--- config.mk ---
export PLATFORM = sky130hd
export DESIGN_NAME = food_array
export DESIGN_NICKNAME = d
export VERILOG_FILES = /design/src/rtl/food_array.sv
export SDC_FILE = /design/constraint.sdc
export NUM_CORES = 1
export LEC_CHECK = 0
export CAP_MARGIN = 15
export CORE_ASPECT_RATIO = 1.1
export CORE_MARGIN = 5
export CORE_UTILIZATION = 25
export DETAILED_ROUTE_END_ITERATION = 6
export GPL_ROUTABILITY_DRIVEN = 0
export PLACE_DENSITY = 0.44
export SYNTH_ARGS = -nofsm -noshare
export SYNTH_HDL_FRONTEND = slang
export SYNTH_SLANG_ARGS = --single-unit
--- constraint.sdc ---
create_clock -name clk -period 4.35 [get_ports clk]
set_input_delay 0.435 -clock clk [delete_from_list [all_inputs] [get_ports clk]]
set_output_delay 0.435 -clock clk [all_outputs]
set_load 0.02 [all_outputs]
--- src/rtl/food_array.sv ---
// rtl/food_array.sv - multi-slot food manager: LFSR respawn, head hit detection, grow/win, pixel draw sequencer
// Slot state is sampled at the start of each cycle, so a slot freed by a hit can respawn no earlier than the next edge.
module food_array #(
   parameter int          NUM_FOOD  = 4,
   parameter int          FOOD_SIZE = 2,
   parameter int          X_MAX     = 160,
   parameter int          Y_MAX     = 120,
   parameter int          GROW_INIT = 6,
   parameter int          GROW_MAX  = 200,
   parameter logic [15:0] LFSR_SEED = 16'hACE1
) (
   input  logic        clk,
   input  logic        rst,
   input  logic [7:0]  h_x,
   input  logic [6:0]  h_y,
   input  logic        en,
   output logic [7:0]  out_x,
   output logic [6:0]  out_y,
   output logic [2:0]  f_colour,
   output logic        out_valid,
   output logic        frame_done,
   output logic        eat,
   output logic [10:0] grow,
   output logic        win
);

   localparam int            SW       = (NUM_FOOD > 1) ? $clog2(NUM_FOOD) : 1;
   localparam int            PW       = (FOOD_SIZE > 1) ? $clog2(FOOD_SIZE) : 1;
   localparam logic [8:0]    CX_MAX   = 9'(X_MAX - FOOD_SIZE);
   localparam logic [7:0]    CY_MAX   = 8'(Y_MAX - FOOD_SIZE);
   localparam logic [8:0]    SPAN_X   = 9'(FOOD_SIZE - 1);
   localparam logic [7:0]    SPAN_Y   = 8'(FOOD_SIZE - 1);
   localparam logic [PW-1:0] P_LAST   = PW'(FOOD_SIZE - 1);
   localparam logic [SW-1:0] S_LAST   = SW'(NUM_FOOD - 1);
   localparam logic [10:0]   G_INIT   = 11'(GROW_INIT);
   localparam logic [10:0]   G_MAX    = 11'(GROW_MAX);
   localparam logic          WIN_INIT = (GROW_INIT >= GROW_MAX);

   logic [15:0]         lfsr_q, lfsr_d;
   logic [NUM_FOOD-1:0] alive_q, alive_d;
   logic [7:0]          x_q [NUM_FOOD];
   logic [6:0]          y_q [NUM_FOOD];
   logic [2:0]          c_q [NUM_FOOD];
   logic [10:0]         grow_q, grow_d;
   logic                win_q, win_d;
   logic                eat_q, eat_d;
   logic [SW-1:0]       s_q, s_d;
   logic [PW-1:0]       px_q, px_d, py_q, py_d;
   logic [7:0]          ox_q, ox_d;
   logic [6:0]          oy_q, oy_d;
   logic [2:0]          oc_q, oc_d;
   logic                ov_q, ov_d, fd_q, fd_d;

   logic [7:0]    cx;
   logic [6:0]    cy;
   logic          legal, spawn, hit_any, dead_any, adv;
   logic [SW-1:0] hit_idx, spawn_idx;

   // Widened compares keep x+FOOD_SIZE-1 from wrapping near the playfield edge.
   function automatic logic covers(input logic [7:0] ox, input logic [6:0] oy,
                                   input logic [7:0] hx, input logic [6:0] hy);
      return ({1'b0, hx} >= {1'b0, ox}) && ({1'b0, hx} <= {1'b0, ox} + SPAN_X) &&
             ({1'b0, hy} >= {1'b0, oy}) && ({1'b0, hy} <= {1'b0, oy} + SPAN_Y);
   endfunction

   always_comb begin
      lfsr_d = {1'b0, lfsr_q[15:1]} ^ (lfsr_q[0] ? 16'hB400 : 16'h0000);
      cx     = lfsr_q[7:0];
      cy     = lfsr_q[14:8];
      legal  = ({1'b0, cx} <= CX_MAX) && ({1'b0, cy} <= CY_MAX) && !covers(cx, cy, h_x, h_y);

      hit_any   = 1'b0;
      hit_idx   = '0;
      dead_any  = 1'b0;
      spawn_idx = '0;
      // Descending scan so the lowest index is the one left standing.
      for (int i = NUM_FOOD - 1; i >= 0; i--) begin
         if (alive_q[i] && covers(x_q[i], y_q[i], h_x, h_y)) begin
            hit_any = 1'b1;
            hit_idx = SW'(i);
         end
         if (!alive_q[i]) begin
            dead_any  = 1'b1;
            spawn_idx = SW'(i);
         end
      end

      eat_d   = !win_q && hit_any;
      spawn   = !win_q && legal && dead_any;
      alive_d = alive_q;
      if (eat_d) alive_d[hit_idx] = 1'b0;
      if (spawn) alive_d[spawn_idx] = 1'b1;

      grow_d = grow_q;
      win_d  = win_q;
      if (eat_d && grow_q != G_MAX) begin
         grow_d = grow_q + 11'd1;
         if (grow_q + 11'd1 == G_MAX) win_d = 1'b1;
      end
   end

   always_comb begin
      s_d  = s_q;
      px_d = px_q;
      py_d = py_q;
      ox_d = ox_q;
      oy_d = oy_q;
      oc_d = oc_q;
      ov_d = 1'b0;
      fd_d = 1'b0;
      adv  = 1'b0;
      if (en) begin
         if (alive_q[s_q]) begin
            ox_d = x_q[s_q] + 8'(px_q);
            oy_d = y_q[s_q] + 7'(py_q);
            oc_d = c_q[s_q];
            ov_d = 1'b1;
            if (px_q == P_LAST) begin
               px_d = '0;
               if (py_q == P_LAST) begin
                  py_d = '0;
                  adv  = 1'b1;
               end else begin
                  py_d = py_q + PW'(1);
               end
            end else begin
               px_d = px_q + PW'(1);
            end
         end else begin
            // Dead slot (possibly eaten mid-draw) costs exactly one strobe.
            px_d = '0;
            py_d = '0;
            adv  = 1'b1;
         end
         if (adv) begin
            if (s_q == S_LAST) begin
               s_d  = '0;
               fd_d = 1'b1;
            end else begin
               s_d = s_q + SW'(1);
            end
         end
      end
   end

   always_ff @(posedge clk or negedge rst) begin
      if (!rst) begin
         lfsr_q  <= LFSR_SEED;
         alive_q <= '0;
         for (int i = 0; i < NUM_FOOD; i++) begin
            x_q[i] <= '0;
            y_q[i] <= '0;
            c_q[i] <= '0;
         end
         grow_q <= G_INIT;
         win_q  <= WIN_INIT;
         eat_q  <= 1'b0;
         s_q    <= '0;
         px_q   <= '0;
         py_q   <= '0;
         ox_q   <= '0;
         oy_q   <= '0;
         oc_q   <= '0;
         ov_q   <= 1'b0;
         fd_q   <= 1'b0;
      end else begin
         lfsr_q  <= lfsr_d;
         alive_q <= alive_d;
         if (spawn) begin
            x_q[spawn_idx] <= cx;
            y_q[spawn_idx] <= cy;
            c_q[spawn_idx] <= {lfsr_q[1:0], 1'b1};
         end
         grow_q <= grow_d;
         win_q  <= win_d;
         eat_q  <= eat_d;
         s_q    <= s_d;
         px_q   <= px_d;
         py_q   <= py_d;
         ox_q   <= ox_d;
         oy_q   <= oy_d;
         oc_q   <= oc_d;
         ov_q   <= ov_d;
         fd_q   <= fd_d;
      end
   end

   assign out_x      = ox_q;
   assign out_y      = oy_q;
   assign f_colour   = oc_q;
   assign out_valid  = ov_q;
   assign frame_done = fd_q;
   assign eat        = eat_q;
   assign grow       = grow_q;
   assign win        = win_q;

endmodule

==> results.txt, run 1 <==
The number of global-route vias before repair came to 7706. Entering global routing, the biggest net connects 88 pins. Among all flip-flop cells after synthesis, the most frequent one is dfrtp_1.

The number of diodes added for antenna fixing came out at 0. For this run, the top clock speed supported by timing is 269 MHz. After detailed routing, the average wire length per cell comes to 18.4 um. TritonCTS built the clock tree. The layer with the highest usage after global routing is met2. The routed wire length is 28700 um. The post-detailed-placement half-perimeter wirelength is 21600 um. The worst-margin pin slew is 0.894 ns. The clock reaches the later pin of the worst-skew pair after 0.43 ns. The standby leakage power is 0.00503 uW. In this run the post-CTS setup repair buffer count came out at 0. The die extent in x is 198 um.

The initial utilization of the core area, before any placement, comes to 25.3%. Summing the sequential cell areas from Yosys gives 31.3% of the chip area. No sink is reached through more buffers than the 2 on the longest clock path. The full die area came out at 42800 um^2.

The power density normalized to cell area came out at 568 nW/um^2. The number of nets in the synthesized netlist came out at 1161. The floorplan die height is 217 um.

The total of warnings raised by yosys is 0. The data required time of the critical path came out at 4.65 ns. Setup slack on the worst reg-to-reg path comes out at 0.63 ns. Net switching is 41.2% of the power. The number of DRC markers after the initial detailed-route iteration came out at 358.

The count of pins over their slew limit came to 0. The worst hold-check path type is in -> async. The core region is 38300 um^2.

STA classifies the critical path endpoint as a flip-flop. The number of port buffers came out at 50. The flow ran to the end, and the final reports show no timing, DRC or antenna violations. The share of layout cells above drive strength 1 is 9.23%.

The critical path in this run is classified as reg -> reg. The synthesized design spends more area on one cell type than any other, namely dfrtp_1. The slack of the critical path came out at 0.629 ns.

The number of violations of the max-capacitance limit is 0. Counting flops and latches in the post-synthesis netlist gives 121. The first-pass GRT wire length is 45100 um.

The post-cts resize count is 0. The floorplan has 75 rows. Yosys attributes the largest share of cell area to dfrtp_1 29%, ha_1 22%, xnor2_1 6.4%, mux2i_1 6.4%, mux4_2 3.9%. Summing every instance area after synthesis gives 9700 um^2. Counting the buffers created by CTS gives 17. Once layout is complete, the cells apart from fillers number 1562.

After synthesis, the share of flip-flops with an asynchronous set or reset is 100%. The total of endpoints with negative setup slack in the final report came out at 0. The headroom to the max-slew limit is 40.4%.

The type of element launching the critical path is a flip-flop. The setup slack after placement came out at 0.556 ns. Setup repair after global routing left no endpoint under its margin. The total routing usage reported by global routing came out at 13.6%. Clock tree synthesis found a total of 121 sinks.

The global-route track usage on met2 came out at 21.9%. For this run the aggregate overflow at the end of global routing stands at 0. For the final routed database, the setup TNS stands at 0 ns.

The portion of total power attributed to the clock network came out at 24.0%. The relative area change from synthesis to final layout came out at 18.9%. The top-area cell type share of the netlist area came out at 28.6%. The post-synthesis cell type count came out at 69.

The post-layout net count is 1237. The average cell area after synthesis came out at 9.97 um^2. The global-route met1 utilization came out at 18.9%. For this run, the share of the core covered by cells in the final layout is 30.1%. In this run, synthesis inferred 0 flip-flops with an integrated enable. The routed via count came out at 7540. The level count of the clock H-tree is 4. The post-route fraction of the period consumed by the critical path is 85.5%. The data arrival at the endpoint of the critical path is 4.02 ns.

The clock transition at the registers of the reported paths is 0.06 ns. The worst slack on hold paths came out at 0.0949 ns. The switching power summed over all nets is 2700 uW. 51 I/O pins were placed. The most common cell in the synthesized netlist is ha_1. The critical-path maximum fanout came out at 6. The cell internal power dissipation is 3850 uW. Of the total power, combinational logic draws 47.1%.

The shortest clock period the worst path allows after layout is 3.72 ns. The number of instances in the placed design came out at 1530. The count of nets left with antenna violations once routing finished came out at 0.

The initial antenna violation count is 0. The setup skew after layout is 0.0192 ns. The share of total power dissipated in sequential elements is 28.9%. In this run the critical register-to-register path is captured at grow[4]. Using the TritonRoute via totals, the vias-per-cell ratio works out to 4.83. Global routing used 2.08% of the available met3 tracks. The count of hold-fix buffers inserted at cts came out at 0. The number of iterations in the first detailed-routing pass is 4.

The hold violation total from the final report came to 0. The cell count of the worst reg-to-reg path came out at 14. The worst register-to-register path begins at y_q[14].

The synthesized netlist cell count came out at 973. After detailed routing, the number of remaining DRC violations is 0. The worst-case IR drop observed on VDD is 0.363 mV. CTS placed an instance of clkbuf_16 at the clock tree root. The commonest cells after synthesis are 170 x ha_1, 111 x dfrtp_1, 90 x inv_1, 74 x nand2_1, 71 x xnor2_1.
[cell families after synthesis]
| logic type | after synthesis | share of synthesized area (%) |
|---|---|---|
| simple gates | 262 | 14.1 |
| fa+ha+maj | 170 | 21.9 |
| compound gates | 146 | 9.68 |
| flops | 121 | 31.3 |
| buf+inv | 109 | 4.80 |
| xor+xnor | 83 | 7.49 |
| mux | 82 | 10.7 |
[layout by cell type (no fill, tap or decap), types with 28 or more instances in the layout]
cell / instances
a21oi_1: 39
clkdlybuf4s50_1: 49
dfrtp_1: 111
ha_1: 170
inv_1: 90
mux2i_1: 62
nand2_1: 74
nand3_1: 64
nand4_1: 28
o21ai_0: 36
xnor2_1: 71
[worst max-delay path, cell delays in order, from the launching register on]
cell	delay (ns)
dfrtp_1	0.45
ha_1	0.22
and3_1	0.20
nand3_1	0.10
xnor2_1	0.15
ha_1	0.29
and3_1	0.18
a221o_1	0.37
a31oi_1	0.26
buf_4	0.19
o221ai_1	0.11
or3_4	0.41
a41oi_1	0.36
nand4_1	0.16
xnor2_1	0.15
[worst max-delay path by stage]
stage              start  endpoint  slack (ns)  cells after the start
6_report         y_q[14]   grow[4]        0.63                     14
5_1_grt          y_q[14]  grow[10]        0.39                     15
3_5_place_dp      h_x[6]   grow[4]        0.56                     10
2_1_floorplan  lfsr_q[0]   x_q[16]        1.21                     13
4_1_cts          y_q[14]   grow[4]        0.63                     14
3_3_place_gp      h_x[6]   grow[4]        0.57                     10
[per-stage QoR]
| step | area (um^2) | total power [uW] |
|---|---|---|
| floorplan | 9700 | 3950 |
| global route | 11500 | 7070 |
| global placement | 10900 | 4980 |
| detailed placement | 10900 | 5020 |
| finish | 11500 | 6550 |
| CTS | 11500 | 6630 |
[state kept, by name (all words and copies together) (netlist names)]
signal / cells
out_y: 7
out_valid: 1
out_x: 8
lfsr_q: 16
frame_done: 1
f_colour: 3
s_q: 2
px_q: 1
grow: 11
alive_q: 4
eat: 1
c_q: 4
x_q: 32
y_q: 28
win: 1
py_q: 1
[metal layers]
layer,routed length (um),up-vias
li1,-,3695
met1,13900,3712
met2,13400,111
met3,908,22
met4,493,0
met5,0,-
[power by group through the flow]
| stage | combinational, uW | clock, uW | sequential [uW] |
|---|---|---|---|
| after floorplan | 2110 | 0 | 1840 |
| after detailed placement | 3100 | 0 | 1920 |
| after CTS | 3110 | 1610 | 1900 |
| after global placement | 3070 | 0 | 1920 |
| after global routing | 3470 | 1650 | 1950 |
| final | 3080 | 1570 | 1890 |
[final cells by class]
cell class | count | area [um^2]
clock buffer | 17 | 425
clock inverter | 15 | 214
fill | 4024 | 26800
inverter | 93 | 349
multi-input combinational | 743 | 6190
sequential | 121 | 3040
tap | 500 | 626
timing repair buffer | 73 | 687
Power figures use the tool's default switching activity.
==> run 2: changes to the inputs <==
--- a/config.mk
+++ b/config.mk
@@ -9,9 +9,11 @@
 export CORE_ASPECT_RATIO = 1.1
 export CORE_MARGIN = 5
 export CORE_UTILIZATION = 25
+export CTS_CLUSTER_SIZE = 28
 export DETAILED_ROUTE_END_ITERATION = 6
 export GPL_ROUTABILITY_DRIVEN = 0
 export PLACE_DENSITY = 0.44
 export SYNTH_ARGS = -nofsm -noshare
 export SYNTH_HDL_FRONTEND = slang
 export SYNTH_SLANG_ARGS = --single-unit
+export TNS_END_PERCENT = 100
==> results of run 2 <==
The final DEF is identical to that of run 1; final timing and power are the same.
==> run 3: changes to the inputs <==
--- a/config.mk
+++ b/config.mk
@@ -12,7 +12,7 @@
 export CTS_CLUSTER_SIZE = 28
 export DETAILED_ROUTE_END_ITERATION = 6
 export GPL_ROUTABILITY_DRIVEN = 0
-export PLACE_DENSITY = 0.44
+export SLEW_MARGIN = 10
 export SYNTH_ARGS = -nofsm -noshare
 export SYNTH_HDL_FRONTEND = slang
 export SYNTH_SLANG_ARGS = --single-unit
==> run 3 against run 2 <==
Against the previous run:
- design area fell by 0.78%
- sequential power barely moved
- critical path depth fell by 1
- register-to-register slack got worse by 0.05 ns
- first-iteration DRC count rose by 18%
- routed wire length fell by 5.4%
- combinational power barely moved
- non-clock buffer count fell by 5
- die area did not move
- hold slack improved by 0.037 ns
- core utilization fell by 0.24 points
==> results.txt, run 3 (synthesis results as in run 1) <==
The flow ran to the end, and the final reports show no timing, DRC or antenna violations. The number of rows in the core area is 75. The minimum setup slack among reg-to-reg paths came out at 0.57 ns.

The number of flip-flops under the largest register name came out at 32. The hold violation total from the final report came to 0. The clock sink total is 121. The floorplan die height is 217 um. The average via count per standard cell came out at 4.88. The worst hold-check path type is in -> async.

The initial antenna violation count came out at 0. The total of endpoints with negative setup slack in the final report is 0. CTS built an H-tree with a depth of 4. In this run, CTS created clock tree buffers numbering 17.

Measured along the x axis, the die boundary spans 198 um. The post-layout net count is 1232. For the worst setup path, the data arrival time is 4.08 ns. The setup path with the least slack is of type reg -> reg.

The count of pins over their slew limit came out at 0. For this design the static power due to leakage is 0.00498 uW. The cell count of the worst reg-to-reg path is 13. Of the available clock period, the critical path in the final layout requires 86.8%. The type of element launching the critical path is a flip-flop. In this run, the number of DRC markers left after iteration 0 of detailed routing was 422. The setup skew after layout is 0.0153 ns. After detailed routing, the total wire length is 27200 um.

The floorplan step defined a core boundary enclosing 38300 um^2. The die covers 42800 um^2. The total global routing overflow came out at 0.

Setup slack on the critical path of the routed design comes to 0.574 ns. The overall power after layout came out at 6420 uW. Detailed routing inserted a total of 7601 vias.

The final-layout setup total negative slack came out at 0 ns. The largest net degree at the start of global routing is 65. IR analysis of the VDD net gives a maximum drop of 0.353 mV. The number of instances in the placed design came out at 1525. The post-detailed-placement half-perimeter wirelength is 20500 um. The number of iterations in the first detailed-routing pass came out at 5. The total routing usage reported by global routing is 12.8%.

Port buffering added 50 buffers. The power density normalized to cell area came out at 561 nW/um^2. The maximum achievable frequency is 265 MHz. The register area is 3040 um^2. The average wire per standard cell is 17.5 um. The initial cell density of the core is 25.3%. The worst slack on hold paths is 0.132 ns. The number of nets still failing antenna checks after routing is 0. The relative area change from synthesis to final layout is 18.0%. The tool flagged a number of max-cap violations equal to 0. TritonCTS built the clock tree. The first global-routing pass estimated 43600 um of wire. The most common library cell in the layout ignoring fill and taps is ha_1. The type of element capturing the critical path is a flip-flop.

The largest register by flop count is x_q. The number of standard cells in the final layout excluding fillers is 1557. The total area of multi-input combinational cells came out at 6190 um^2. The worst-margin pin slew came out at 0.901 ns.

The number of post-CTS setup repair buffers came out at 0. The longest clock path from root to sink contains 2 buffers. The critical-path maximum fanout is 6. The count of filler cells inserted in the layout came out at 3992.

The share of layout cells above drive strength 1 is 8.80%. The number of top-level design ports came out at 51. The largest registers in the layout are x_q (32), y_q (28), lfsr_q (16). OpenSTA, run right after detailed placement, puts the worst setup slack at 0.619 ns. The post-cts resize count came out at 0.

In this run the critical register-to-register path is captured at grow[4]. The headroom to the max-slew limit came out at 40.0%. The count of hold-fix buffers inserted at cts came out at 0. The clock transition at the registers of the reported paths came out at 0.07 ns. STA puts the critical path data required time at 4.65 ns. The number of global-route vias before repair is 7830. The number of diodes added for antenna fixing came out at 0. The worst register-to-register path begins at y_q[14]. For this run, design rule violations remaining after detail routing come to 0.

The worst-skew pair later-pin latency is 0.43 ns. In the layout the commonest cells are 170 x ha_1, 111 x dfrtp_1, 90 x inv_1. The shortest clock period the worst path allows after layout came out at 3.78 ns. Clock tree synthesis selected as its root buffer the cell clkbuf_16. Setup repair after global routing left no endpoint under its margin.
## run 3: cell count changes in the layout (fill, tap and decap cells not counted)
| cell | previous run | this run |
|---|---|---|
| clkinv_4 | 3 | 4 |
| buf_4 | 22 | 19 |
| buf_12 | 1 | 0 |
| clkinvlp_4 | 1 | 3 |
| inv_6 | 5 | 4 |
| buf_6 | 1 | 0 |
| clkinv_2 | 1 | 0 |
| clkbuf_8 | 0 | 1 |
| bufinv_16 | 4 | 2 |
## run 3: layer usage
layer | track usage (%) | vias to the layer above | share of wire (%)
met5 | 0 | - | 0
met4 | 3.15 | 0 | 1.5
met3 | 2.92 | 22 | 5.3
met2 | 20.7 | 168 | 47
met1 | 17.5 | 3742 | 46
li1 | - | 3669 | -
## run 3: final cells by class
cell class	instances	share of cell area (%)
clock buffer	18	3.84
clock inverter	14	1.43
inverter	93	3.05
multi-input combinational	743	54.1
sequential	121	26.6
tap	500	5.47
timing repair buffer	68	5.53
## run 3: worst max-delay path, cell delays in order, from the launching register on
cell and delay (ns):
dfrtp_1 0.46, ha_1 0.22, and3_1 0.20, nand3_1 0.10
xnor2_1 0.14, ha_1 0.28, and3_1 0.18, a221o_1 0.36
a31oi_1 0.32, o221ai_1 0.18, or3_4 0.39, a41oi_1 0.48
nand4_1 0.18, xnor2_1 0.15
## run 3: how the worst max path moves through the flow
| stage | cells after the start | end | slack [ns] | from |
|---|---|---|---|---|
| after floorplan | 13 | x_q[16] | 1.21 | lfsr_q[0] |
| after global placement | 10 | grow[4] | 0.65 | h_x[5] |
| after detailed placement | 10 | grow[4] | 0.62 | h_x[5] |
| after CTS | 13 | grow[4] | 0.65 | y_q[14] |
| after global routing | 13 | grow[4] | 0.41 | y_q[14] |
| final | 13 | grow[4] | 0.57 | y_q[14] |
## run 3: per-stage QoR
step / utilization (%) / instance area, um^2
2_1_floorplan: - / 9700
3_3_place_gp: 28.3 / 10800
3_5_place_dp: 28.3 / 10800
4_1_cts: 29.9 / 11400
5_1_grt: 29.9 / 11400
6_report: 29.9 / 11400
## run 3: where the power goes
part	switching, uW	internal, uW
Clock	588	873
Combinational	1670	1390
Sequential	434	1460
